<file path="src/rtl/lattice_scheduler.sv">
// lattice_scheduler: feeds nonce batches into the systolic lattice head
// and matches tail results back to nonces, reporting a hit or exhaustion.
module lattice_scheduler #(
  parameter int NUM_CORES    = 10,
  parameter int NONCE_W      = 32,
  parameter int WORK_W       = 352,
  parameter int MAX_INFLIGHT = 16,
  parameter int COUNTBITS    = $clog2(NUM_CORES)
) (
  input  logic                 clk,
  input  logic                 rst,
  input  logic                 work_valid,
  output logic                 work_ready,
  input  logic [WORK_W-1:0]    work_data,
  input  logic [NONCE_W-1:0]   nonce_start,
  input  logic [NONCE_W-1:0]   nonce_end,
  input  logic                 abort,
  output logic                 issue_valid,
  output logic [WORK_W-1:0]    issue_work,
  output logic [NONCE_W-1:0]   issue_nonce,
  input  logic                 res_valid,
  input  logic                 res_success,
  input  logic [COUNTBITS-1:0] res_index,
  output logic                 found_valid,
  output logic [NONCE_W-1:0]   found_nonce,
  output logic                 done_valid,
  output logic                 busy,
  output logic                 err
);

  localparam int IW  = $clog2(MAX_INFLIGHT + 1);
  localparam int NW1 = NONCE_W + 1;

  typedef enum logic [1:0] {
    IDLE,
    ISSUE,
    DRAIN
  } state_e;

  state_e               state_q, state_d;
  logic [IW-1:0]        inflight_q, inflight_d;
  logic [NONCE_W-1:0]   end_q, end_d;
  logic [NONCE_W-1:0]   res_base_q, res_base_d;
  logic [NONCE_W-1:0]   issue_nonce_q, issue_nonce_d;
  logic [NONCE_W-1:0]   found_nonce_q, found_nonce_d;
  logic [WORK_W-1:0]    issue_work_q, issue_work_d;
  logic                 hit_q, hit_d;
  logic                 abort_q, abort_d;
  logic                 err_q, err_d;
  logic                 issue_valid_q, issue_valid_d;
  logic                 found_valid_q, found_valid_d;
  logic                 done_valid_q, done_valid_d;
  logic                 work_ready_q, work_ready_d;
  logic                 busy_q, busy_d;

  logic [NW1-1:0]       next_base;
  logic [NW1-1:0]       last_nonce;
  logic [NW1-1:0]       cand;
  logic                 res_ok;
  logic                 hit_now;
  logic                 last_fire;

  // Sums are one bit wider so a carry past the top nonce is visible
  always_comb begin
    next_base  = {1'b0, issue_nonce_q} + NW1'(NUM_CORES);
    last_nonce = {1'b0, issue_nonce_q} + NW1'(NUM_CORES - 1);
    cand       = {1'b0, res_base_q} + NW1'(res_index);
    res_ok     = res_valid && (inflight_q != '0);
    last_fire  = issue_valid_q && (last_nonce >= {1'b0, end_q});
    hit_now    = res_ok && res_success && !hit_q && !abort_q
              && !cand[NONCE_W] && (cand[NONCE_W-1:0] <= end_q);
  end

  always_comb begin
    state_d       = state_q;
    end_d         = end_q;
    res_base_d    = res_base_q;
    issue_nonce_d = issue_nonce_q;
    found_nonce_d = found_nonce_q;
    issue_work_d  = issue_work_q;
    hit_d         = hit_q;
    abort_d       = abort_q;
    err_d         = err_q;
    issue_valid_d = 1'b0;
    found_valid_d = 1'b0;
    done_valid_d  = 1'b0;

    inflight_d = inflight_q + IW'(issue_valid_q) - IW'(res_ok);
    if (res_valid && !res_ok) err_d = 1'b1;
    if (issue_valid_q) issue_nonce_d = next_base[NONCE_W-1:0];
    if (res_ok) res_base_d = res_base_q + NONCE_W'(NUM_CORES);
    if (hit_now) begin
      found_nonce_d = cand[NONCE_W-1:0];
      found_valid_d = 1'b1;
      hit_d         = 1'b1;
    end

    unique case (state_q)
      IDLE: begin
        if (work_valid) begin
          issue_work_d  = work_data;
          end_d         = nonce_end;
          issue_nonce_d = nonce_start;
          res_base_d    = nonce_start;
          hit_d         = 1'b0;
          abort_d       = 1'b0;
          issue_valid_d = 1'b1;
          state_d       = ISSUE;
        end
      end
      ISSUE: begin
        if (abort) abort_d = 1'b1;
        if (abort || hit_now || last_fire) begin
          state_d = DRAIN;
        end else begin
          issue_valid_d = inflight_d < IW'(MAX_INFLIGHT);
        end
      end
      DRAIN: begin
        if (abort) abort_d = 1'b1;
      end
      default: state_d = IDLE;
    endcase

    // A stop with nothing outstanding finishes without lingering in DRAIN
    if (state_d == DRAIN && inflight_d == '0) begin
      state_d      = IDLE;
      done_valid_d = !hit_d;
    end

    work_ready_d = (state_d == IDLE);
    busy_d       = (state_d != IDLE);
  end

  always_ff @(posedge clk) begin
    if (rst) begin
      state_q       <= IDLE;
      inflight_q    <= '0;
      end_q         <= '0;
      res_base_q    <= '0;
      issue_nonce_q <= '0;
      found_nonce_q <= '0;
      issue_work_q  <= '0;
      hit_q         <= 1'b0;
      abort_q       <= 1'b0;
      err_q         <= 1'b0;
      issue_valid_q <= 1'b0;
      found_valid_q <= 1'b0;
      done_valid_q  <= 1'b0;
      work_ready_q  <= 1'b1;
      busy_q        <= 1'b0;
    end else begin
      state_q       <= state_d;
      inflight_q    <= inflight_d;
      end_q         <= end_d;
      res_base_q    <= res_base_d;
      issue_nonce_q <= issue_nonce_d;
      found_nonce_q <= found_nonce_d;
      issue_work_q  <= issue_work_d;
      hit_q         <= hit_d;
      abort_q       <= abort_d;
      err_q         <= err_d;
      issue_valid_q <= issue_valid_d;
      found_valid_q <= found_valid_d;
      done_valid_q  <= done_valid_d;
      work_ready_q  <= work_ready_d;
      busy_q        <= busy_d;
    end
  end

  assign work_ready  = work_ready_q;
  assign issue_valid = issue_valid_q;
  assign issue_work  = issue_work_q;
  assign issue_nonce = issue_nonce_q;
  assign found_valid = found_valid_q;
  assign found_nonce = found_nonce_q;
  assign done_valid  = done_valid_q;
  assign busy        = busy_q;
  assign err         = err_q;

endmodule

</file>
<file path="config.mk">
export PLATFORM = sky130hd
export DESIGN_NAME = lattice_scheduler
export DESIGN_NICKNAME = d
export VERILOG_FILES = /design/src/rtl/lattice_scheduler.sv
export SDC_FILE = /design/constraint.sdc
export NUM_CORES = 1
export LEC_CHECK = 0
export CORE_AREA = 3 3 331 333
export DETAILED_ROUTE_END_ITERATION = 8
export DIE_AREA = 0 0 334 336
export PLACE_DENSITY = 0.4
export SYNTH_ARGS = -nofsm -noshare
export SYNTH_HDL_FRONTEND = slang
export SYNTH_SLANG_ARGS = --single-unit
</file>
<file path="constraint.sdc">
create_clock -name clk -period 11.2 [get_ports clk]
set_clock_uncertainty 0.1 [all_clocks]
set_input_delay 3.36 -clock clk [delete_from_list [all_inputs] [get_ports clk]]
set_output_delay 3.36 -clock clk [all_outputs]
set_load 0.1 [all_outputs]
</file>
==> results.md, run 1 <==
- Outcome: finished, final reports clean
- Hold WS: 0.3501 ns
- DRC: 0
- 1st-pass router iterations: 6
- Switching share of power: 0.5132
- Largest family of logic cells by synthesized area: simple AND/OR/NAND/NOR gates
- Maximum vdd drop: 0.1571 mV
- Mapped Cells: 2588
- Post-synth cell types: 62
- Crit path capture type: flop
- Initial antenna violation count: 9
- Fillers: 11595
- Top FF cell, synth: dfxtp_1
- Final min period: 7.684 ns
- PortBufs: 847
- Global route total overflow: 0
- Number of max-cap violations: 0
- Sequential Power Share: 0.262
- Post-DR wirelength/cell: 21.49 um
- Setup bufs post-CTS: 0
- R2R Setup Slk: 6.16 ns
- Crit-path max FO: 26
- Area after DPL: 0.03036 mm^2
- Share of layout cells above drive strength 1: 0.04239
- Post-Syn Area per Cell: 7.998 um^2
- CP startpoint kind: input port
- P_leak: 12.17 nW
- Post-synth EDFFs: 0
- Synth warn: 0
- CTS root buf: clkbuf_16
- Routed Antenna Nets: 0
- Combinational share of power: 0.514
- First-pass GRT wire length: 145.8 mm
- Max Root-Sink Buffers: 3
- Hold Fails Final Rpt: 0
- Critical Path RT: 11.57 ns
- FFs w/ async S/R, synth: 0
- Min-Delay Path Class: reg -> reg
- Layout Area Growth over Synthesis: 57.13%
- Area leader, netlist: dfxtp_1
- TritonCTS clock tree: done
- DR vias: 20314
- Register area share after synthesis: 0.4778
- Synth area leaders: dfxtp_1 48%, nand2_1 15%, a21oi_1 12%
- Slew Limit Fails: 0
- Vias in the first global route: 20248
- Cts hold-fix bufs: 0
- Final Worst Setup Slack: 3.516 ns
- Unrepaired setup endpoints after global routing: no
- FMAX: 130.1 MHz
- Worst slew margin relative to its limit: 0.2014
- Clk Latency, worst-skew pair: 0.63 ns
- Clk pin slew, worst setup/hold paths: 0.05 ns
- Total Routed Length: 103.2 mm
- H-tree depth: 3
- Fin nets: 3855
- Post-Synth Simple-Gate Area: 0.2126
- Area share of the largest cell type after synthesis: 0.4778
- Pre-CTS setup slack: 2.837 ns
- Row count: 120
- Clk pwr share: 0.224
- Starting DRT DRC Count: 944
- Syn Nets: 3097
- Gpl congestion: 0.8827
- Pwr dens: 292.0 mW/mm^2
- Die span in y: 336 um
- Commonest non-fill, non-tap cell in the layout: clkdlybuf4s50_1
- DR vias/cell: 4.230
- Largest net degree at the start of global routing: 189
- Die width: 334 um
- Hpwl dp: 77.25 mm
- Core area: 0.1069 mm^2
- P_int: 4.623 mW
- Initial core utilization: 0.1936
- Setup CP Type: in -> reg
- CTS Buf Count: 67
- Multiplexer area fraction after synthesis: 0.01644
- Post-Synth XOR/XNOR Area: 0.05204
- Tcrit/Tclk final: 0.6861
- Synth Area in Compound Gates: 0.1465
- Final instance area: 0.03252 mm^2
- Synth Register Bits: 494
- # resized after CTS: 0
- Clk sinks: 494
- Mapped Area: 0.02070 mm^2
- Most frequent cells in the layout: 834 x clkdlybuf4s50_1, 830 x nand2_1, 494 x dfxtp_1
- Setup TNS: 0 ns
- Number of setup violations in the final report: 0
- Arrival @ worst endpoint: 8.05 ns
- Slew at the pin with the worst max-slew slack: 1.198 ns
- Die ar.: 0.1122 mm^2
- Ports: 848
- Net load switching power: 4.873 mW
- Tot GR Track Use: 0.1762
- Post-synthesis adder-cell area fraction: 0.05089
[power groups by stage]
stage                     Combinational, mW  Clock, mW  Sequential, mW
final                                  4.88       2.13            2.49
after global routing                   5.17       2.27            2.54
after CTS                              4.95       2.22            2.49
after detailed placement               4.93          0            2.52
after global placement                 4.95          0            2.52
after floorplan                        1.42          0            4.61
[cells by family after synthesis]
family,after synthesis
compound gates,564
flops,494
mux,34
xor+xnor,123
buf+inv,218
simple gates,1072
fa+ha+maj,83
[cell type report]
class	instances	area (um^2)	area share
diodes	2	5.005	0.0001539
repair buffers	860	8613	0.2648
inverters	47	176.4	0.005424
clock inverters	14	150.1	0.004616
clock buffers	106	2014	0.06194
well taps	1403	1755	0.05397
flip-flops and latches	494	9889	0.3041
multi-input cells	1876	9921	0.3050
[per-stage QoR]
| step | power (mW) | instances | util |
|---|---|---|---|
| CTS | 9.657 | 4800 | 0.3042 |
| floorplan | 6.034 | 2588 | - |
| finish | 9.496 | 4802 | 0.3042 |
| global placement | 7.470 | 4680 | 0.2840 |
| global route | 9.987 | 4802 | 0.3042 |
| detailed placement | 7.451 | 4680 | 0.2840 |
[worst max-delay path: stages]
cell             delay [ns]
clkdlybuf4s50_1        0.40
ha_1                   0.21
fa_1                   0.41
a21o_1                 0.20
a21oi_1                0.45
nand3b_1               0.30
nor2_1                 0.15
nand3_1                0.12
xnor2_1                0.11
ha_1                   0.32
nand4_1                0.13
nor4_1                 0.40
nand2b_1               0.15
o21ai_4                0.47
buf_4                  0.53
mux2i_1                0.25
nor2_1                 0.05
[synth_stat cells (4+ instances only)]
cell type  number
inv_1          47
dfxtp_1       494
nor3_1         15
a21o_1         13
and3_1          9
or3_1           5
xnor2_1        62
nand4_1        34
o21bai_1       33
o211ai_1        4
a21oi_1       481
nor2b_1         7
nand2b_1        4
buf_2           9
nand3_1        29
buf_1           4
xor2_1         61
and4_1          7
nand2_1       831
o21ai_0         9
buf_12          4
clkbuf_1      148
ha_1           81
clkbuf_2        4
nor2_1        106
o21a_1          4
mux2i_1        34
[per-layer routing]
metal,track usage,wire length [um],vias to the layer above
li1,-,-,10062
met4,0.04135,2086,2
met5,0,13,-
met2,0.3255,54110,512
met3,0.04968,6256,128
met1,0.1996,40720,9610
[state kept, by name, indices dropped and copies added (netlist names)]
register and flops:
busy 1, res_base_q 32, abort_q 1, work_ready 1
inflight_q 5, done_valid 1, found_valid 1, end_q 32
issue_valid 1, hit_q 1, issue_nonce 31, found_nonce 32
state_q 2, issue_work 352, err 1
[path summary, 6_finish.rpt]
kind,from,endpoint,depth (start not counted)
setup reg to reg,res_base_q[0],found_nonce[8],16
setup / recovery,res_index[0],found_nonce[8],17
hold reg to reg,issue_work[231],issue_work[231],2
hold / removal,issue_work[231],issue_work[231],2
Power figures use the tool's default switching activity.
==> inputs of run 2 (changes only) <==
CORE_AREA = 3 3 327 329   (was 3 3 331 333)
DIE_AREA = 0 0 330 332   (was 0 0 334 336)
PLACE_DENSITY = 0.41   (was 0.4)
clock period = 7.1 ns   (was 11.2 ns; I/O delays follow)
==> results.md, run 2 (synthesized netlist as in run 1, its figures left out) <==
- Outcome: finished, final reports clean
- Crit-path max FO: 25
- Post-DR wirelength/cell: 21.52 um
- Global route total overflow: 0
- Vias in the first global route: 20311
- Arrival @ worst endpoint: 6.53 ns
- DRC: 0
- Tcrit/Tclk final: 0.8666
- CP startpoint kind: input port
- Multi-input logic area: 0.009921 mm^2
- Gpl congestion: 0.8592
- Share of layout cells above drive strength 1: 0.04723
- Total Routed Length: 103.1 mm
- First-pass GRT wire length: 146.4 mm
- Die span in y: 332 um
- R2R Setup Slk: 2.34 ns
- Setup TNS: 0 ns
- Worst path slowest cell: o21ai_4
- Routed Antenna Nets: 0
- Worst setup path endpoint: found_nonce[0]
- Setup bufs post-CTS: 0
- Row count: 118
- DR vias/cell: 4.250
- CP Launch Point: res_index[0]
- FF-to-FF Start: res_base_q[0]
- Layout Area Growth over Synthesis: 57.96%
- Worst slew margin relative to its limit: 0.1615
- P_leak: 12.29 nW
- TritonCTS clock tree: done
- Number of setup violations in the final report: 0
- PortBufs: 847
- Slew Limit Fails: 0
- Core area: 0.1038 mm^2
- CTS Buf Count: 68
- Die width: 330 um
- WP buf/inv: 2
- Largest net degree at the start of global routing: 184
- Pwr dens: 463.8 mW/mm^2
- Fin nets: 3864
- Hpwl dp: 78.15 mm
- Starting DRT DRC Count: 1068
- Tot GR Track Use: 0.1812
- 1st-pass router iterations: 5
- Clk pin slew, worst setup/hold paths: 0.05 ns
- RR Endpoint: found_nonce[0]
- Maximum vdd drop: 0.2000 mV
- Min-Delay Path Class: reg -> reg
- CTS root buf: clkbuf_16
- Stages on worst setup path: 17
- Unrepaired setup endpoints after global routing: no
- R2R depth: 16
- Setup CP Type: in -> reg
- DR vias: 20356
- Final instance area: 0.03270 mm^2
- Clk Latency, worst-skew pair: 0.62 ns
- Area after DPL: 0.03042 mm^2
- Critical Path RT: 7.47 ns
- FMAX: 162.5 MHz
- Clk sinks: 494
- Slew at the pin with the worst max-slew slack: 1.258 ns
- Final min period: 6.153 ns
- Ports: 848
- Commonest non-fill, non-tap cell in the layout: nand2_1
- Max Root-Sink Buffers: 3
- Initial antenna violation count: 14
- Crit-path max cell delay: 0.53 ns
- # resized after CTS: 0
- Crit path capture type: flop
- Number of max-cap violations: 0
- Cts hold-fix bufs: 0
- Family with the most delay on the worst path: simple AND/OR/NAND/NOR gates
- Hold Fails Final Rpt: 0
- Max reg flops: 352
- Fillers: 11092
- H-tree depth: 3
- Reg area: 0.009889 mm^2
- Most frequent cells in the layout: 830 x nand2_1, 829 x clkdlybuf4s50_1, 494 x dfxtp_1
- Die ar.: 0.1096 mm^2
- Initial core utilization: 0.1994
- Critical-path cell list: clkdlybuf4s50_1 > ha_1 > fa_1 > a21o_1 > a21oi_1 > nand3b_1 > nor2_1 > nand3_1 > xnor2_1 > ha_1 > nand4_1 > nor4_1 > nand2b_1 > o21ai_4 > buf_12 > mux2i_1 > nor2_1
## run 2: worst min-delay path by stage
stage | start | endpoint | slack (ns) | depth (start not counted)
after global routing | issue_work[32] | issue_work[32] | 0.37 | 2
final | issue_work[122] | issue_work[122] | 0.35 | 2
after CTS | issue_work[232] | issue_work[232] | 0.35 | 2
after floorplan | end_q[10] | end_q[10] | 0.34 | 2
after global placement | issue_work[34] | issue_work[34] | 0.34 | 2
after detailed placement | issue_work[24] | issue_work[24] | 0.35 | 2
## run 2: final cells by class
type,count,area share
multi-input combinational,1876,0.3034
sequential,494,0.3025
timing repair buffer,868,0.2664
clock buffer,108,0.06348
tap,1380,0.05281
clock inverter,16,0.005969
inverter,47,0.005395
antenna,1,0.00007653
## run 2: power by group
group | internal [mW] | switching (mW) | total, mW
Clock | 2.12 | 1.38 | 3.50
Sequential | 3.38 | 0.517 | 3.90
Combinational | 1.95 | 5.81 | 7.76
## run 2: per-stage QoR
step	setup WS (ns)	power (mW)	utilization	instances	hold slack (ns)
global route	0.7320	15.96	0.3150	4789	0.3660
floorplan	1.537	9.518	-	2588	0.3363
CTS	0.9480	15.42	0.3150	4789	0.3533
finish	0.9469	15.17	0.3150	4790	0.3506
detailed placement	0.2861	11.79	0.2931	4665	0.3455
global placement	0.2996	11.82	0.2931	4665	0.3410
## run 2: worst reg2reg max path, cell delays in order, from the launching register on
cell and delay [ns]:
dfxtp_1 0.44, ha_1 0.30, fa_1 0.40, a21o_1 0.21, a21oi_1 0.32, nand3b_1 0.28
nor2_1 0.14, nand3_1 0.12, xnor2_1 0.11, ha_1 0.32, nand4_1 0.15, nor4_1 0.44
nand2b_1 0.16, o21ai_4 0.53, buf_12 0.31, mux2i_1 0.23, nor2_1 0.06
## run 2: per-layer routing
metal	track usage	wire, um	vias up	share of wire
li1	-	-	10099	-
met1	0.2040	40250	9614	0.39
met2	0.3347	54010	537	0.52
met3	0.05324	7237	102	0.070
met4	0.03823	1550	4	0.015
met5	0	29	-	0.00028
==> inputs of run 3 (changes only) <==
CORE_AREA = 2 2 326 328   (was 3 3 327 329)
DIE_AREA = 0 0 328 330   (was 0 0 330 332)
==> results.md, run 3 (synthesized netlist as in run 1, its figures left out) <==
- R2R depth: 15
- Clk pwr share: 0.223
- Crit-path max cell delay: 0.53 ns
- PortBufs: 847
- FMAX: 162.2 MHz
- Share of layout cells above drive strength 1: 0.04624
- Hpwl dp: 75.40 mm
- Crit path capture type: flop
- Cts hold-fix bufs: 0
- Layout Area Growth over Synthesis: 57.21%
- Initial antenna violation count: 11
- Clk Latency, worst-skew pair: 0.61 ns
- Number of setup violations in the final report: 0
- CP Launch Point: res_index[0]
- Arrival @ worst endpoint: 6.52 ns
- Row count: 119
- Total Routed Length: 100.8 mm
- Die ar.: 0.1082 mm^2
- Post-DR wirelength/cell: 21.05 um
- DRC: 0
- Largest net degree at the start of global routing: 175
- Switching share of power: 0.5121
- Tot GR Track Use: 0.1780
- Sequential Power Share: 0.261
- FF-to-FF Start: issue_nonce[2]
- Worst path slowest cell: nor4_1
- First-pass GRT wire length: 142.3 mm
- Max Root-Sink Buffers: 3
- Fillers: 11248
- Outcome: finished, final reports clean
- Clk pin slew, worst setup/hold paths: 0.06 ns
- Min-Delay Path Class: reg -> reg
- TritonCTS clock tree: done
- Max reg flops: 352
- Setup bufs post-CTS: 0
- Slew Limit Fails: 0
- Hold Fails Final Rpt: 0
- Die width: 328 um
- Worst setup path endpoint: busy
- P_leak: 12.22 nW
- Vias in the first global route: 20380
- Final Worst Setup Slack: 0.9346 ns
- Setup TNS: 0 ns
- Setup CP Type: in -> reg
- Maximum vdd drop: 0.2083 mV
- RR Endpoint: busy
- Initial core utilization: 0.1978
- Commonest non-fill, non-tap cell in the layout: nand2_1
- Die span in y: 330 um
- Tcrit/Tclk final: 0.8684
- Number of max-cap violations: 0
- # resized after CTS: 0
- Gpl congestion: 0.8614
- Combinational share of power: 0.517
- Global route total overflow: 0
- CTS Buf Count: 66
- 1st-pass router iterations: 5
- Unrepaired setup endpoints after global routing: no
- CTS root buf: clkbuf_16
- Critical Path RT: 7.45 ns
- Starting DRT DRC Count: 1172
- DR vias/cell: 4.239
- Final min period: 6.165 ns
- Ports: 848
- Slew at the pin with the worst max-slew slack: 1.231 ns
- H-tree depth: 3
- Routed Antenna Nets: 0
- Worst slew margin relative to its limit: 0.1676
- P_int: 7.314 mW
- Most frequent cells in the layout: 830 x nand2_1, 827 x clkdlybuf4s50_1, 494 x dfxtp_1
- Net load switching power: 7.675 mW
- R2R Setup Slk: 2.37 ns
- Fin nets: 3858
- Pwr dens: 460.6 mW/mm^2
- Core area: 0.1047 mm^2
- Crit-path max FO: 15
- Critical-path cell list: clkdlybuf4s50_1 > ha_1 > fa_1 > a21o_1 > a21oi_1 > buf_4 > nor2_2 > and3_1 > xor2_1 > ha_1 > nand4_1 > nor4_1 > a21oi_1 > nor2_1 > o32a_1 > o21ai_4 > a311oi_2 > o32ai_1
- CP startpoint kind: input port
- Clk sinks: 494
- DR vias: 20304
- Pre-CTS setup slack: 0.2484 ns
==> run 3: how the worst min path moves through the flow <==
stage | startpoint | to | slack, ns | cells after the start
global placement | issue_work[106] | issue_work[106] | 0.34 | 2
detailed placement | issue_work[214] | issue_work[214] | 0.35 | 2
CTS | issue_work[206] | issue_work[206] | 0.35 | 2
global route | issue_work[344] | issue_work[344] | 0.37 | 2
finish | issue_work[214] | issue_work[214] | 0.35 | 2
floorplan | end_q[10] | end_q[10] | 0.34 | 2
==> run 3: stage by stage <==
step | std cells | hold WS, ns | instance area [um^2] | total power, mW | utilization
after floorplan | 2588 | 0.3363 | 20700 | 9.518 | -
after global placement | 4672 | 0.3417 | 30390 | 11.78 | 0.2903
after detailed placement | 4672 | 0.3453 | 30390 | 11.76 | 0.2903
after CTS | 4786 | 0.3530 | 32530 | 15.22 | 0.3108
after global routing | 4789 | 0.3667 | 32540 | 15.74 | 0.3109
final | 4790 | 0.3506 | 32540 | 14.99 | 0.3109
==> run 3: metal layers <==
layer | share of wire | GRT usage | up-vias
met5 | 0.00025 | 0 | -
li1 | - | - | 10070
met3 | 0.061 | 0.04882 | 130
met2 | 0.53 | 0.3275 | 533
met1 | 0.39 | 0.1985 | 9567
met4 | 0.023 | 0.05275 | 4
==> run 3: worst max-delay path, delay by kind of cell <==
| kind | cells | cell delay [ns] |
|---|---|---|
| fa+ha+maj | 3 | 0.98 |
| buf+inv | 2 | 0.63 |
| simple gates | 5 | 1.06 |
| xor+xnor | 1 | 0.15 |
| compound gates | 7 | 1.56 |
==> run 3: final cells by class <==
cell class	count	area, um^2	area share
diodes	4	10.01	0.0003076
clock buffers	95	1921	0.05902
clock inverters	19	221.5	0.006805
inverters	47	176.4	0.005421
multi-input cells	1876	9921	0.3049
flip-flops and latches	494	9889	0.3039
well taps	1391	1740	0.05348
repair buffers	864	8663	0.2662
==> run 3: power groups by stage <==
stage	registers (mW)	clock network, mW	logic [mW]
2_1_floorplan	7.27	0	2.25
3_3_place_gp	3.95	0	7.83
3_5_place_dp	3.95	0	7.81
4_1_cts	3.91	3.47	7.84
5_1_grt	3.98	3.56	8.19
6_report	3.91	3.34	7.75
